`config.mk`:
```
export PLATFORM = sky130hd
export DESIGN_NAME = fetch_unit
export DESIGN_NICKNAME = d
export VERILOG_FILES = /design/src/rtl/fetch_unit.sv
export SDC_FILE = /design/constraint.sdc
export NUM_CORES = 1
export LEC_CHECK = 0
export CAP_MARGIN = 20
export CELL_PAD_IN_SITES_DETAIL_PLACEMENT = 0
export CELL_PAD_IN_SITES_GLOBAL_PLACEMENT = 1
export CORE_ASPECT_RATIO = 2
export CORE_MARGIN = 1
export CORE_UTILIZATION = 32
export CTS_BUF_LIST = sky130_fd_sc_hd__clkbuf_8
export CTS_CLUSTER_DIAMETER = 80
export DETAILED_ROUTE_END_ITERATION = 8
export GPL_TIMING_DRIVEN = 0
export HOLD_SLACK_MARGIN = 0.05
export PLACE_DENSITY = 0.85
export SLEW_MARGIN = 30
export SYNTH_ARGS = -nofsm -noshare
export SYNTH_HDL_FRONTEND = slang
export SYNTH_SLANG_ARGS = --single-unit
```
`constraint.sdc`:
```
create_clock -name clk_i -period 5.3 [get_ports clk_i]
set_clock_uncertainty 0.1 [all_clocks]
set_input_delay 0.53 -clock clk_i [delete_from_list [all_inputs] [get_ports clk_i]]
set_output_delay 0.53 -clock clk_i [all_outputs]
set_load 0.02 [all_outputs]
```
`src/rtl/fetch_unit.sv`:
```
// Instruction fetch stage with IF/ID pipeline register, stall/redirect handling and bubble insertion.
// Optional performance counters are built only when FETCH_PERF_EN is defined.
module fetch_unit #(
  parameter logic [31:0] RESET_PC  = 32'h0000_0000,
  parameter logic [31:0] NOP_INSTR = 32'h0000_0013
) (
  input  logic        clk_i,
  input  logic        rst_i,
  output logic [31:0] imem_addr_o,
  input  logic [31:0] imem_rdata_i,
  input  logic        stall_i,
  input  logic        redirect_i,
  input  logic [31:0] redirect_pc_i,
  output logic [31:0] instr_o,
  output logic [6:0]  opcode_o,
  output logic [31:0] pc_o,
  output logic [31:0] pc_plus4_o,
  output logic        valid_o,
  output logic        fault_o,
  output logic [31:0] fetch_cnt_o,
  output logic [31:0] flush_cnt_o
);

  localparam int unsigned XLEN = 32;

  typedef enum logic [1:0] {S_BOOT, S_RUN, S_HALT} state_e;

  state_e            state_q, state_d;
  logic [XLEN-1:0]   fetch_pc_q, fetch_pc_d;
  logic              fetch_vld_q, fetch_vld_d;
  logic [XLEN-1:0]   instr_q, instr_d;
  logic [XLEN-1:0]   pc_q, pc_d;
  logic              valid_q, valid_d;
  logic              fault_q, fault_d;
  logic [XLEN-1:0]   imem_addr_c;
  logic              misaligned_c;

  // Next-state, fetch address and IF/ID update
  always_comb begin
    state_d      = state_q;
    fetch_pc_d   = fetch_pc_q;
    fetch_vld_d  = fetch_vld_q;
    instr_d      = instr_q;
    pc_d         = pc_q;
    valid_d      = valid_q;
    fault_d      = fault_q;
    imem_addr_c  = fetch_pc_q;
    misaligned_c = (redirect_pc_i[1:0] != 2'b00);

    unique case (state_q)
      S_BOOT: begin
        imem_addr_c = RESET_PC;
        state_d     = S_RUN;
        fetch_pc_d  = RESET_PC;
        fetch_vld_d = 1'b1;
      end
      S_RUN: begin
        if (redirect_i) begin
          instr_d = NOP_INSTR;
          valid_d = 1'b0;
          pc_d    = fetch_pc_q;
          if (misaligned_c) begin
            // Fetch address freezes where it was; only reset leaves HALT
            state_d     = S_HALT;
            fault_d     = 1'b1;
            imem_addr_c = fetch_pc_q;
          end else begin
            imem_addr_c = redirect_pc_i;
            fetch_vld_d = 1'b1;
          end
        end else if (stall_i) begin
          imem_addr_c = fetch_pc_q;
        end else begin
          imem_addr_c = fetch_pc_q + XLEN'(4);
          instr_d     = imem_rdata_i;
          pc_d        = fetch_pc_q;
          valid_d     = fetch_vld_q;
        end
        fetch_pc_d = imem_addr_c;
      end
      S_HALT: begin
        valid_d = 1'b0;
      end
      default: begin
        state_d = S_BOOT;
      end
    endcase
  end

  // State and IF/ID registers
  always_ff @(posedge clk_i) begin
    if (rst_i) begin
      state_q     <= S_BOOT;
      fetch_pc_q  <= RESET_PC;
      fetch_vld_q <= 1'b0;
      instr_q     <= NOP_INSTR;
      pc_q        <= '0;
      valid_q     <= 1'b0;
      fault_q     <= 1'b0;
    end else begin
      state_q     <= state_d;
      fetch_pc_q  <= fetch_pc_d;
      fetch_vld_q <= fetch_vld_d;
      instr_q     <= instr_d;
      pc_q        <= pc_d;
      valid_q     <= valid_d;
      fault_q     <= fault_d;
    end
  end

`ifdef FETCH_PERF_EN
  logic [XLEN-1:0] fetch_cnt_q;
  logic [XLEN-1:0] flush_cnt_q;

  // Delivered-instruction and squash counters, wrapping
  always_ff @(posedge clk_i) begin
    if (rst_i) begin
      fetch_cnt_q <= '0;
      flush_cnt_q <= '0;
    end else if (state_q == S_RUN) begin
      if (valid_q && !stall_i) fetch_cnt_q <= fetch_cnt_q + XLEN'(1);
      if (redirect_i)          flush_cnt_q <= flush_cnt_q + XLEN'(1);
    end
  end

  assign fetch_cnt_o = fetch_cnt_q;
  assign flush_cnt_o = flush_cnt_q;
`else
  assign fetch_cnt_o = '0;
  assign flush_cnt_o = '0;
`endif

  assign imem_addr_o = imem_addr_c;
  assign instr_o     = instr_q;
  assign opcode_o    = instr_q[6:0];
  assign pc_o        = pc_q;
  assign pc_plus4_o  = pc_q + XLEN'(4);
  assign valid_o     = valid_q;
  assign fault_o     = fault_q;

endmodule
```
# Word-level counts from Yosys, hierarchy flattened
# Cells that the tools add are included.
# op_classes
addsub	2
eq_ne	7
mux	17
bitwise	1
n_reduce_logical	9
# ops
op	n
32-bit 2-to-1 mux	7
32-bit by 3-bit adder with 32-bit output, second input constant	2
32-bit case mux with 2 select lines	1
3-bit AND reduction	3
2-bit inequality test, second input constant	3
2-bit case mux with 3 select lines	1
2-bit nonzero test	3
1-bit 2-to-1 mux	4
2-bit 2-to-1 mux	2
1-bit case mux with 2 select lines	2
2-bit AND reduction	2
3-bit inequality test, second input constant	1
2-bit by 1-bit == test with 1-bit output, second input constant	1
2-bit == test, second input constant	1
2-bit logical NOT	1
2-bit by 1-bit inequality test with 1-bit output, second input constant	1
1-bit inverter	1
# totals
ff_bits	101
wordCells	43

# Logic depth before layout (Yosys ltp)
# logic_depth
ltp_word	4
depth_mapped	9
depth_no_buf	6

# Least setup slack after synthesis
# Ideal clock, no wire load.
# synth_path
path_type	input port to output port
start	input port redirect_pc_i[0]
end	output port imem_addr_o[15]
t_arrival_ns	2.094
slack_ns	2.576
path_stages	9
cell_sequence	buf_2 > or3b_1 > clkbuf_1 > buf_2 > buf_2 > nor2_1 > nor2_1 > o22ai_1 > nor3_1
# synth_between
elab_chain_cells	4
# synth_rtl
item	line	text
start, declared	13	input logic [31:0] redirect_pc_i,
2-bit nonzero test	48	misaligned_c = (redirect_pc_i[1:0] != 2'b00);
32-bit 2-to-1 mux	62	if (misaligned_c) begin
32-bit 2-to-1 mux	58	if (redirect_i) begin
32-bit case mux with 2 select lines	50	unique case (state_q)
end, declared	9	output logic [31:0] imem_addr_o,
# Every way passes these cells.

# Worst setup path after layout
# layout_path
start	input port redirect_i
end	output port imem_addr_o[26]
# layout_between
elab_chain_cells	2
# layout_rtl
item	line	text
start, declared	12	input logic redirect_i,
32-bit 2-to-1 mux	58	
32-bit case mux with 2 select lines	50	
# Every way passes these cells.

==> impl_metrics.ini <==
[worst_setup_path]
cp-startpoint = redirect_i
slowest_delay_ns = 0.62
crit_slowest_cell = clkdlybuf4s50_1
crit_path_end_kind = output port
reg2reg_from = fetch_pc_q[2]
crit_top_cell = clkdlybuf4s50_1
cp_max_fo = 10
crit_chain = clkdlybuf4s50_1 > buf_2 > o21a_1 > clkbuf_1 > a22oi_1 > o21ai_0 > a31oi_1 > nand2_1 > clkdlybuf4s50_1
critPathLaunchType = primary input
crit_buf_inv = 4
critPathKind = in2out
cp_top_family = buffers and inverters
worstPathRequired_ns = 4.67
worst_ep_arrival_time_ns = 3.50

[yosys]
syn-cell-area_um2 = 5960
synth_warnings = 0
ys_top_cells_by_area = dfxtp_1 34%, buf_4 9.9%, nand2_1 6.7%
ys_seq_area_share_pct = 33.9
synth_edf_count = 0
yosys.area.top_type = dfxtp_1
synthArstFlopShare_pct = 0
yosysTopAreaCellShare_pct = 33.9
netlist_instances = 776
yosys.cell_count.top_type = nand2_1
ys.flop_type = dfxtp_1
netlist_top_cells_count = 106 x nand2_1, 101 x dfxtp_1, 79 x buf_4, 79 x nor2_1, 54 x a21oi_1
synth-seq-cells = 101
yosysUniqueCellTypes = 72
avgSynthCellArea_um2 = 7.69

[clocking]
cts.sinks = 101
cts_made_buffers = 9
cts_resized = 0
clkSlewWorstSetupHoldPaths_ns = 0.09
htree_levels = 3
post-cts-setup-buffers = 0
clkLatencyLatePin_ns = 0.39
root_buffer = clkbuf_8
cts_hold_buffers = 0
clk_path_buf_depth = 2
cts_tree = built

[route]
firstDrtPassIters = 9
num_vias = 6404
antenna_left = 0
drt_iter0_drc = 424
wl_per_cell_um = 17.3
routed_wl_mm = 22.0
routed_via_density = 5.03
drc_errors = 15

[die]
die_h_um = 195
die_w_um = 98.5
die_area_um2 = 19200
initial_utilization_pct = 32.6
placementRows = 70
io_pins = 269
core_area_um2 = 18300

[final_layout]
stdcell_count = 1273
nNetsFinal = 1121
drive_gt1_share_pct = 12.2
area_delta_synth_final_pct = 45.2

[timing]
fin_crit_ns = 4.13
hold_violations = 0
final_max_slew_viol_count = 0
whs_ns = 0.375
setup_tns_ns = 0
relSlewSlack_pct = 36.0
fmax_ghz = 0.242
worstMarginPinSlew_ns = 0.951
finalSetupViolCount = 0
timing.final.crit_share_pct = 77.9
rsz0062_at_grt = false

[grt]
antenna_found_initial = 2
gr-total-overflow = 0
grt_pass1_wl_mm = 33.5
grt_use_total_pct = 22.7
grt_pass1_vias = 6105
grt_max_degree = 16

[status]
violations = DRC
outcome = complete, but fails checks

[placement]
place_congestion = 0.907
dp_hpwl_mm = 17.2
portBuffers = 201
placedCellCount = 1256

[power_and_ir_drop]
total_leakage_power_uw = 0.00340
ir_drop_uv = 161
p_per_area_nw_per_um2 = 192

[hold_path]
hp-class = reg2reg
hp-start = pc_o[24]

[job]
cap_violations = 0
-- state kept, by name, indices dropped and copies added (netlist names) --
name and cells:
fetch_pc_q 32, pc_o 32, fetch_vld_q 1, state_q 2, instr_o 32, fault_o 1, valid_o 1
-- kinds of logic (layout without fill, tap and decap cells) --
group                      after synthesis  in the layout  share of synthesized area [%]
and+or+nand+nor                        316            316                           26.6
AOI/OAI and AO/OA                      186            186                           20.3
buffers and inverters                  138            354                           14.0
DFF                                    101            101                           33.9
xor gates and xnor gates                29             29                           4.26
muxes                                    3              3                          0.503
adders and majority gates                2              2                          0.419
other                                    1             66                         0.0629
-- worst paths after layout --
| path | end | slack, ns | cells past startpoint |
|---|---|---|---|
| hold reg to reg | pc_o[24] | 0.37 | 2 |
| setup reg to reg | fetch_pc_q[24] | 2.84 | 7 |
| hold / removal | pc_o[24] | 0.37 | 2 |
| setup / recovery | imem_addr_o[26] | 1.17 | 9 |
-- cells in the final DEF (no fill, tap or decap), types with 3 or more instances in the layout --
master           synthesis  layout
nor3_1                  18      18
xnor2_1                 19      19
a22o_1                   4       4
clkbuf_8                 0      10
a21oi_1                 54      54
and3_1                   8       8
inv_1                   10      11
nand2b_1                 3       3
and4_1                   6       6
clkbuf_1                30      30
conb_1                   1      64
o22ai_1                  9       9
nor2_1                  79      79
clkdlybuf4s50_1          0     201
a31oi_1                 11      11
mux2i_1                  3       3
buf_4                   79      79
o21a_1                   7       7
o21ai_1                  3       3
a311o_1                  3       3
xor2_1                  10      10
a22oi_1                 34      34
o22a_1                   4       4
buf_2                   16      16
a211oi_1                 5       5
a41oi_1                  3       3
dfxtp_1                101     101
nand2_1                106     106
nand3_1                 25      25
o21ai_0                 28      28
nand4_1                 17      17
nor4_1                   6       6
and2_1                  21      21
-- through the flow --
| step | utilization [%] | area [um2] | power [uW] | worst slack [ns] |
|---|---|---|---|---|
| after global placement | 46.3 | 8480 | 1230 | 1.22 |
| final | 47.3 | 8660 | 1660 | 1.17 |
| after detailed placement | 46.4 | 8490 | 1230 | 1.23 |
| after global routing | 47.3 | 8660 | 1740 | 0.988 |
| after CTS | 47.3 | 8660 | 1680 | 1.22 |
| after floorplan | - | 6200 | 1060 | 2.58 |
-- layer usage --
layer	up-vias	global-route usage, %	share of wire, %
met5	-	0	0
met4	0	15.3	5.2
met3	52	4.33	6.6
met2	281	42.1	53
met1	2921	22.5	35
li1	3150	-	-
-- tightest hold or removal path, stage by stage, from the launching register on --
cell and delay [ns]:
dfxtp_1 0.33, nand2_1 0.06, a21oi_1 0.05
-- cell type report --
type,instances,area [um2]
Antenna cell,2,5.00
Buffer,127,793
Clock buffer,10,138
Clock inverter,5,28.8
Fill cell,1864,9640
Inverter,11,41.3
Multi-Input combinational cell,600,3350
Sequential cell,101,2020
Tap cell,216,270
Timing Repair Buffer,201,2010
-- where the power goes --
part / total, uW / internal (uW) / switching, uW
clock network: 449 / 178 / 271
logic: 419 / 177 / 242
registers: 796 / 778 / 18.9
total: 1660 / 1130 / 532
(Power assumes the default switching activity.)
